$ cat config.mk
export PLATFORM = sky130hd
export DESIGN_NAME = vga_timing_gen
export DESIGN_NICKNAME = d
export VERILOG_FILES = /design/src/rtl/vga_timing_pkg.sv /design/src/rtl/vga_axis_counter.sv /design/src/rtl/vga_timing_gen.sv
export SDC_FILE = /design/constraint.sdc
export NUM_CORES = 1
export LEC_CHECK = 0
export ABC_AREA = 1
export CORE_UTILIZATION = 47
export CTS_BUF_LIST = sky130_fd_sc_hd__clkbuf_8
export CTS_CLUSTER_DIAMETER = 200
export DETAILED_ROUTE_END_ITERATION = 6
export PLACE_DENSITY = 0.77
export REMOVE_ABC_BUFFERS = 1
export SLEW_MARGIN = 10
export SYNTH_ARGS = -nofsm -noshare
export SYNTH_HDL_FRONTEND = slang
export SYNTH_HIERARCHICAL = 1
export SYNTH_SLANG_ARGS = --single-unit
$ cat constraint.sdc
create_clock -name i_Clk -period 1.79 [get_ports i_Clk]
set_clock_uncertainty 0.05 [all_clocks]
set_input_delay 0.358 -clock i_Clk [delete_from_list [all_inputs] [get_ports i_Clk]]
set_output_delay 0.358 -clock i_Clk [all_outputs]
set_load 0.1 [all_outputs]
$ cat src/rtl/vga_timing_pkg.sv
// Shared VGA timing constants (640x480@60 defaults), sync polarity codes and
// the axis-length helper used by the raster timing generator.
package vga_timing_pkg;

  localparam int H_ACTIVE_DEF = 640;
  localparam int H_FP_DEF     = 16;
  localparam int H_SYNC_DEF   = 96;
  localparam int H_BP_DEF     = 48;

  localparam int V_ACTIVE_DEF = 480;
  localparam int V_FP_DEF     = 10;
  localparam int V_SYNC_DEF   = 2;
  localparam int V_BP_DEF     = 33;

  localparam bit POL_NEG = 1'b0;
  localparam bit POL_POS = 1'b1;

  function automatic int total(input int active, input int fp, input int sync, input int bp);
    return active + fp + sync + bp;
  endfunction

endpackage

$ cat src/rtl/vga_axis_counter.sv
// One raster axis: wrapping position counter plus registered sync/active decode
// computed from the next count so the flags line up with o_Count.
module vga_axis_counter
  import vga_timing_pkg::*;
#(
  parameter int ACTIVE = H_ACTIVE_DEF,
  parameter int FP     = H_FP_DEF,
  parameter int SYNC   = H_SYNC_DEF,
  parameter int BP     = H_BP_DEF,
  parameter bit POL    = POL_NEG,
  parameter int CNT_W  = 10
) (
  input  logic             i_Clk,
  input  logic             i_Rst_L,
  input  logic             i_Step,
  output logic [CNT_W-1:0] o_Count,
  output logic             o_Wrap,
  output logic             o_Sync,
  output logic             o_Active
);

  localparam int TOTAL      = total(ACTIVE, FP, SYNC, BP);
  localparam int SYNC_START = ACTIVE + FP;
  localparam int SYNC_END   = SYNC_START + SYNC;

  if (TOTAL > (1 << CNT_W) || SYNC < 1) begin : g_param_err
    $error("vga_axis_counter: TOTAL exceeds 2**CNT_W or SYNC is zero");
  end

  // Decode bounds carry one extra bit because SYNC_END may equal 2**CNT_W.
  localparam logic [CNT_W-1:0] LAST     = CNT_W'(TOTAL - 1);
  localparam logic [CNT_W:0]   ACT_LIM  = (CNT_W+1)'(ACTIVE);
  localparam logic [CNT_W:0]   SYNC_LO  = (CNT_W+1)'(SYNC_START);
  localparam logic [CNT_W:0]   SYNC_HI  = (CNT_W+1)'(SYNC_END);
  localparam bit               RST_ACT  = (ACTIVE > 0);

  logic [CNT_W-1:0] count_q, count_d;
  logic [CNT_W:0]   count_ext;
  logic             sync_q, sync_d;
  logic             active_q, active_d;

  always_comb begin
    o_Wrap    = i_Step && (count_q == LAST);
    count_d   = count_q;
    if (o_Wrap) begin
      count_d = '0;
    end else if (i_Step) begin
      count_d = count_q + CNT_W'(1);
    end
    count_ext = {1'b0, count_d};
    active_d  = (count_ext < ACT_LIM);
    sync_d    = ((count_ext >= SYNC_LO) && (count_ext < SYNC_HI)) ? POL : ~POL;
  end

  always_ff @(posedge i_Clk) begin
    if (!i_Rst_L) begin
      count_q  <= '0;
      sync_q   <= ~POL;
      active_q <= RST_ACT;
    end else begin
      count_q  <= count_d;
      sync_q   <= sync_d;
      active_q <= active_d;
    end
  end

  assign o_Count  = count_q;
  assign o_Sync   = sync_q;
  assign o_Active = active_q;

endmodule

$ cat src/rtl/vga_timing_gen.sv
// VGA raster timing generator: horizontal axis steps on the pixel enable, vertical
// axis steps on the horizontal wrap; line/frame strobes follow each wrap.
module vga_timing_gen
  import vga_timing_pkg::*;
#(
  parameter int ACTIVE_COLS = H_ACTIVE_DEF,
  parameter int H_FP        = H_FP_DEF,
  parameter int H_SYNC      = H_SYNC_DEF,
  parameter int H_BP        = H_BP_DEF,
  parameter int ACTIVE_ROWS = V_ACTIVE_DEF,
  parameter int V_FP        = V_FP_DEF,
  parameter int V_SYNC      = V_SYNC_DEF,
  parameter int V_BP        = V_BP_DEF,
  parameter bit H_POL       = POL_NEG,
  parameter bit V_POL       = POL_NEG,
  parameter int CNT_W       = 10
) (
  input  logic             i_Clk,
  input  logic             i_Rst_L,
  input  logic             i_Pix_En,
  output logic             o_HSync,
  output logic             o_VSync,
  output logic             o_Active,
  output logic             o_Line_Start,
  output logic             o_Frame_Start,
  output logic [CNT_W-1:0] o_Col_Count,
  output logic [CNT_W-1:0] o_Row_Count
);

  logic h_wrap, v_wrap;
  logic h_active, v_active;
  logic line_start_q, line_start_d;
  logic frame_start_q, frame_start_d;

  vga_axis_counter #(
    .ACTIVE (ACTIVE_COLS),
    .FP     (H_FP),
    .SYNC   (H_SYNC),
    .BP     (H_BP),
    .POL    (H_POL),
    .CNT_W  (CNT_W)
  ) u_h_axis (
    .i_Clk    (i_Clk),
    .i_Rst_L  (i_Rst_L),
    .i_Step   (i_Pix_En),
    .o_Count  (o_Col_Count),
    .o_Wrap   (h_wrap),
    .o_Sync   (o_HSync),
    .o_Active (h_active)
  );

  vga_axis_counter #(
    .ACTIVE (ACTIVE_ROWS),
    .FP     (V_FP),
    .SYNC   (V_SYNC),
    .BP     (V_BP),
    .POL    (V_POL),
    .CNT_W  (CNT_W)
  ) u_v_axis (
    .i_Clk    (i_Clk),
    .i_Rst_L  (i_Rst_L),
    .i_Step   (h_wrap),
    .o_Count  (o_Row_Count),
    .o_Wrap   (v_wrap),
    .o_Sync   (o_VSync),
    .o_Active (v_active)
  );

  // Wraps only occur on enabled clocks, so strobes are one clock wide by construction.
  always_comb begin
    line_start_d  = h_wrap;
    frame_start_d = h_wrap && v_wrap;
  end

  always_ff @(posedge i_Clk) begin
    if (!i_Rst_L) begin
      line_start_q  <= 1'b0;
      frame_start_q <= 1'b0;
    end else begin
      line_start_q  <= line_start_d;
      frame_start_q <= frame_start_d;
    end
  end

  assign o_Active      = h_active && v_active;
  assign o_Line_Start  = line_start_q;
  assign o_Frame_Start = frame_start_q;

endmodule

==> results of run 1 <==
cells in the mapped netlist (all sizes together):
master | number | area share [%]
nand2 | 60 | 17
nor2 | 41 | 13
inv | 35 | 9.5
dfxtp | 26 | 38
nand3 | 21 | 8.0
nor3 | 6 | 2.9
nand4 | 4 | 1.8
xor2 | 4 | 2.5
a21oi | 3 | 1.1
ha | 3 | 2.7
o211ai | 2 | 1.1
o21ai | 2 | 0.72
o21bai | 1 | 0.54
or2 | 1 | 0.45
xnor2 | 1 | 0.63
sequential cells by signal (all words and copies together), names as in the netlist:
register	count
u_h_axis/o_Count	10
u_v_axis/o_Count	10
u_h_axis/o_Active	1
o_Line_Start	1
o_Frame_Start	1
u_v_axis/o_Sync	1
u_h_axis/o_Sync	1
u_v_axis/o_Active	1
critical path, stage by stage (launching register included):
cell	delay (ns)
dfxtp_1	0.33
inv_1	0.09
nand2_1	0.11
nor2_4	0.14
nand3_4	0.10
inv_6	0.10
nand2_4	0.08
nor2_4	0.12
nand2_1	0.06
nand2_1	0.07
nand2_2	0.06
nor2_2	0.09
nand2_2	0.09
o21ai_2	0.13
nand2_1	0.06
path summary, 6_finish.rpt:
kind,from,endpoint,slack [ns],cells past startpoint
worst max-delay path,u_h_axis/o_Count[7],u_v_axis/o_Active,-0.009,14
worst min-delay path,u_h_axis/o_Count[3],u_h_axis/o_Count[3],0.59,2
worst max register to register,u_h_axis/o_Count[7],u_v_axis/o_Active,-0.009,14
worst min register to register,u_h_axis/o_Count[3],u_h_axis/o_Count[3],0.59,2
layout by cell type (no fill, tap or decap), types with 4 or more instances in the layout:
cell | Yosys | layout
nand2_1 | 56 | 51
buf_4 | 0 | 38
inv_1 | 34 | 33
nor2_1 | 33 | 28
buf_12 | 0 | 25
dfxtp_1 | 26 | 24
nand3_1 | 20 | 19
nor2_2 | 6 | 7
nand2_2 | 4 | 7
nor2_4 | 2 | 6
nand4_1 | 4 | 4
nor3_2 | 2 | 4
kinds of logic (layout without fill, tap and decap cells):
family                     count (synthesis)  in the layout  synth area share [%]
AOI/OAI and AO/OA                          8              8                  3.44
xor gates and xnor gates                   5              5                  3.17
adders and majority gates                  3              3                  2.72
buffers and inverters                     35            104                  9.51
DFF                                       26             26                  37.7
and+or+nand+nor                          133            133                  43.5
power breakdown:
part	switching [mW]	internal, mW	total, mW
registers	0.00409	0.583	0.587
logic	0.0677	0.0423	0.110
clock network	0.202	0.300	0.502
total	0.274	0.925	1.20
routing by layer:
layer  global-route usage [%]  vias to the layer above  part of all wire [%]
met2                     49.7                      105                    51
met4                     10.8                        0                   5.3
met3                     5.81                       33                   6.6
met1                     29.2                      798                    37
li1                         -                      782                     -
met5                        0                        -                     0
through the flow:
| step | total power, mW | utilization (%) | setup WS [ns] | area (µm²) |
|---|---|---|---|---|
| CTS | 1.19 | 83.0 | -0.00458 | 2310 |
| detailed placement | 0.698 | 78.7 | -0.506 | 2190 |
| floorplan | 0.652 | - | -0.839 | 1380 |
| global placement | 0.697 | 78.7 | -0.482 | 2190 |
| global route | 1.23 | 86.5 | -0.140 | 2400 |
| finish | 1.20 | 86.5 | -0.00908 | 2400 |
layout make-up:
type	count	area share (%)
well taps	31	1.61
multi-input cells	149	34.5
inverters	35	5.67
repair buffers	65	33.5
clock inverters	1	1.25
clock buffers	3	1.72
flip-flops and latches	26	21.7
what timing repair did:
action,CTS,global route
buffers inserted,2,3
setup endpoints to repair,6,8
gates resized for setup,12,18
pin swaps,8,7
==> impl_results.md, run 1 <==
* Setup TNS at -0.00908 ns
* First-pass GRT wire length at 6.69 mm
* Gr ovfl total at 0
* CTS Hold Bufs at 0
* Final Net Count at roughly 290
* Yosys cell types at 22
* Final ANT Viol Nets at 0
* Failing checks: negative setup slack
* Worst setup margin at -0.00908 ns
* Avg Cell Area, Syn at 6.58 µm²
* Warning count from the yosys run at 6
* Worst-margin pin slew at 0.415 ns
* DIE WIDTH at 56.2 µm
* Final Non-Filler Cells at 310
* Vias per cell at 5.54
* Reg area at roughly 520 µm²
* Worst-path clk slew at 0.10 ns
* Final setup violation count at 1
* H-tree depth at 1
* DIE AREA at 0.00316 mm²
* RSZ-0062 raised after global routing: yes
* All-Layer GR Usage at 26.8%
* WP data required at 1.91 ns
* Vias in the first global route at 1586
* Max_cap viols at 0
* # IOs at 28
* Number of antenna violations at the first check in global routing at 0
* Site row count at 19
* Routed WL at 5.03 mm
* Synthesized cell area at 0.00138 mm²
* Detailed-route wire length per cell at 16.2 µm
* CTS root buf: clkbuf_8
* Share of cells above drive strength 1 at 36.9%
* Hold Vio Cnt, Final at 0
* Status: complete, but fails checks
* Peak VDD IR at 0.000733 V
* DRC viols at 0
* Final min period at roughly 1.8 ns
* Hold WS at 0.590 ns
* Post-synthesis register bit count at 26
* Leak at 1.08 nW
* Period utilization at 101%
* FILL cells at 142
* Routability Congestion at 0.895
* Crit Path Class: reg -> reg
* Final Slew Violations at 0
* Worst-path fanout max at 6
* Hold crit path type: reg -> reg
* Fmax at 0.556 GHz
* Initial DRC Count at 127
* Area growth, synth to finish at 74.1%
* Largest net degree at the start of global routing at 16
* Cells after synthesis at 210
* Placeable Area at 0.00278 mm²
* Die Y at 56.2 µm
* CTS sink cnt at 26
* Clock buffer count from CTS at 3
* Critical path endpoint category: flip-flop
* TritonCTS clock tree: done
* Post-detail-place hpwl at 2.88 mm
* Slew margin rel. at 72.3%
* Initial Util at 49.7%
* Sequential area share after synthesis at 37.7%
* Placed Cells at 301
* Port bufs at 27
* Clk Latency, worst-skew pair at 0.28 ns
* Worst path arrival time at around 1.9 ns
* Ant diodes at 0
* PwrDens at 499 mW/mm²
* DR vias at 1718
* DR pass1 iterations at 5
* CP Launch Type: flip-flop
* Max Root-Sink Buffers at 2
* Area of the multi-input gates at 831 µm²
(Power assumes the default switching activity.)
==> run 2: changes to the inputs <==
--- a/config.mk
+++ b/config.mk
@@ -5,8 +5,9 @@
 export SDC_FILE = /design/constraint.sdc
 export NUM_CORES = 1
 export LEC_CHECK = 0
-export ABC_AREA = 1
-export CORE_UTILIZATION = 47
+export ABC_AREA = 0
+export CORE_ASPECT_RATIO = 0.8
+export CORE_UTILIZATION = 48
 export CTS_BUF_LIST = sky130_fd_sc_hd__clkbuf_8
 export CTS_CLUSTER_DIAMETER = 200
 export DETAILED_ROUTE_END_ITERATION = 6
==> impl_results.md, run 2 <==
* PwrDens at 428 mW/mm² (-14%)
* Critical path endpoint category: flip-flop
* Initial DRC Count at 127 (unchanged)
* Yosys cell types at 46 (+110%)
* Placeable Area at 0.00285 mm² (+2.5%)
* Power Total at 1.03 mW (-14%)
* DIE AREA at 0.00331 mm² (+4.8%)
* Ys async rst share at 0% (unchanged)
* WP data required at 1.90 ns (about the same)
* Cell type with the largest total area after synthesis: dfxtp_1
* DP Worst Slack at -0.791 ns (-0.284 ns)
* CTS sink cnt at 26 (unchanged)
* Worst-margin pin slew at 0.453 ns (+0.0370 ns)
* Register share of total power at 57.1% (+8.1 points)
* # IOs at 28 (unchanged)
* FILL cells at 140 (-1.4%)
* Area share of the largest cell type after synthesis at 35.2% (-2.5 points)
* Reg2Reg Setup Slack at -0.43 ns (-0.42 ns)
* Most frequent cells after synthesis: dfxtp_1, nor2_1, nand2_1
* Vias per cell at 5.90 (+6.5%)
* Hold crit path type: reg -> reg
* Gr ovfl total at 0 (unchanged)
* Post-synth EDFFs at 0 (unchanged)
* CTS root buf: clkbuf_8
* Max Root-Sink Buffers at 2 (unchanged)
* Number of antenna violations at the first check in global routing at 0 (unchanged)
* Setup crit end: u_v_axis/o_Active
* Largest net degree at the start of global routing at 14 (-2)
* Worst-path clk slew at 0.08 ns (-0.02 ns)
* Final min period at 2.22 ns (+0.417 ns)
* Post-synthesis register bit count at 26 (unchanged)
* Sw Share at 23.9% (+1.1 points)
* Family with the most delay on the worst path: simple AND/OR/NAND/NOR gates
* Most numerous cell in the Yosys netlist: dfxtp_1
* Clk Latency, worst-skew pair at 0.27 ns (about the same)
* Area growth, synth to finish at 62.1%
* Max incr delay on CP at 0.33 ns (about the same)
* Hold Path Depth at 3 (+1)
* Port bufs at 27 (unchanged)
* Initial Util at 51.9% (+2.3 points)
* Period utilization at 124% (+23 points)
* Final Net Count at 231 (-19%)
* H-tree depth at 1 (unchanged)
* Sequential area share after synthesis at 35.2% (-2.5 points)
* DR pass1 iterations at 5 (unchanged)
* Worst setup margin at -0.426 ns (-0.417 ns)
* DRC viols at 0 (unchanged)
* Detailed-route wire length per cell at 18.7 µm (+16%)
* Worst-path fanout max at 4 (-2)
* Hold WS at 0.578 ns (-0.0120 ns)
* Pint at 0.781 mW (-16%)
* Status: complete, but fails checks
* Share of cells above drive strength 1 at 40.8% (+3.9 points)
* Crit Path Class: reg -> reg
* Critical path buffers and inverters at 3 (+1)
* Final ANT Viol Nets at 0 (unchanged)
* Routability Congestion at 0.925 (+3.4%)
* Logic pwr share at 11.2% (+2.0 points)
* First-pass GRT wire length at 7.49 mm (+12%)
* Worst setup path start: u_h_axis/o_Count[6]
* Vias in the first global route at 1505 (-5.1%)
* Leak at 0.984 nW (-9.3%)
* Clock power share at 31.7% (-10 points)
* Fmax at 0.451 GHz (-19%)
* Hold Vio Cnt, Final at 0 (unchanged)
* Peak VDD IR at 0.000416 V (-43%)
* Commonest non-fill, non-tap cell in the layout: buf_4
* Crit-path cells: nand4bb_4, nor4_4, buf_4, nand2_2, buf_4, nor2_2, nand4b_1, a32oi_2, buf_4, o21bai_1
* Clock buffer count from CTS at 3 (unchanged)
* All-Layer GR Usage at 30.3% (+3.5 points)
* CTS Hold Bufs at 0 (unchanged)
* Avg Cell Area, Syn at 9.14 µm² (+39%)
* RR Endpoint: u_v_axis/o_Active
* Slew margin rel. at 69.4% (-2.8 points)
* Failing checks: negative setup slack
* Max_cap viols at 0 (unchanged)
* Final Slew Violations at 0 (unchanged)
* Synth area leaders: dfxtp_1, xnor2_1, xor2_1
* Layout Utilization at 84.2% (-2.3 points)
* DIE WIDTH at 64.1 µm (+14%)
* Top cell by count, worst path: buf_4
* Levels on crit path at 10 (-4)
* Final setup violation count at 13 (+12)
* TritonCTS clock tree: done
* Die Y at 51.7 µm (-8.1%)
* Worst path arrival time at 2.33 ns (+0.41 ns)
* Synthesized cell area at 0.00148 mm² (+7.2%)
* Slowest-stage cell, CP: dfxtp_2
* Cells after synthesis at 162 (-23%)
* Psw at 0.245 mW (-10%)
* Most frequent cells in the layout: buf_4, buf_12, dfxtp_1, nor2_1, nand2_1
* Warning count from the yosys run at 6 (unchanged)
* CP Launch Type: flip-flop
* Worst r2r path cells at 10 (-4)
* Site row count at 17 (-2)
* Routed WL at 4.89 mm (-2.6%)
* DR vias at 1541 (-10%)
* Post-detail-place hpwl at 3.35 mm (+16%)
* Main synth FF type: dfxtp_1
* Reg-to-Reg Start: u_h_axis/o_Count[6]
* RSZ-0062 raised after global routing: yes
* Ant diodes at 0 (unchanged)
run 2: cell count changes after synthesis, moves of 4 or more:
| cell | delta |
|---|---|
| xor2_1 | +6 |
| nand3_1 | -14 |
| nor2_2 | -6 |
| and2_1 | +4 |
| nand2_1 | -44 |
| and4_1 | +4 |
| xnor2_1 | +9 |
| nor2_1 | -10 |
| and3_1 | +4 |
| buf_4 | +5 |
| inv_1 | -30 |
run 2: power by group through the flow:
stage	clock network (mW)	registers, mW	logic (mW)
2_1_floorplan	0	0.637	0.0190
4_1_cts	0.331	0.586	0.114
3_5_place_dp	0	0.599	0.112
3_3_place_gp	0	0.599	0.108
5_1_grt	0.345	0.587	0.119
6_report	0.325	0.587	0.114
run 2: logic make-up (layout without fill, tap and decap cells):
logic type                 after synthesis  count (layout)  share of synthesized area, %
adders and majority gates                3               3                          2.54
AOI/OAI and AO/OA                       21              21                          13.4
buffers and inverters                   14              75                          5.92
muxes                                    2               2                          1.35
DFF                                     26              26                          35.2
and+or+nand+nor                         76              76                          29.8
xor gates and xnor gates                20              20                          11.8
run 2: worst min path at each step:
stage | endpoint | start | slack, ns
6_report | u_h_axis/o_Count[1] | u_h_axis/o_Count[0] | 0.58
5_1_grt | u_h_axis/o_Count[1] | u_h_axis/o_Count[0] | 0.62
4_1_cts | u_h_axis/o_Count[1] | u_h_axis/o_Count[0] | 0.61
3_5_place_dp | u_h_axis/o_Count[1] | u_h_axis/o_Count[0] | 0.58
3_3_place_gp | u_h_axis/o_Count[1] | u_h_axis/o_Count[1] | 0.54
2_1_floorplan | u_h_axis/o_Count[5] | i_Rst_L | 0.43
run 2: worst min-delay path, cell delays in order (launching register included):
cell and delay (ns):
dfxtp_2 0.34, ha_2 0.13, mux2i_1 0.06, nor2_1 0.07
run 2: timing repair:
item | 4_1_cts | 5_1_grt
pin swaps | 9 | 6
setup buffers | 3 | 2
endpoints found under the setup margin | 16 | 14
gates resized for setup | 14 | 4
run 2: metrics by stage:
stage / cells / TNS [ns] / instance area (µm²)
after global routing: 261 / -2.96 / 2400
after CTS: 259 / -1.70 / 2360
final: 261 / -2.24 / 2400
after global placement: 253 / -8.12 / 2250
after detailed placement: 253 / -8.89 / 2250
after floorplan: 152 / -27.41 / 1410
run 2: metal layers:
metal	vias up	track usage (%)	routed length [µm]	part of all wire, %
met3	15	5.26	278	5.7
met1	751	35.6	2080	43
li1	697	-	-	-
met2	78	53.0	2380	49
met4	0	16.3	151	3.1
met5	-	0	0	0
run 2: cell type report:
class	count	area, µm²	area share, %
Timing Repair Buffer	68	831	34.6
Tap cell	38	47.5	1.98
Inverter	4	15.0	0.626
Clock buffer	3	41.3	1.72
Multi-Input combinational cell	122	940	39.2
Sequential cell	26	526	21.9
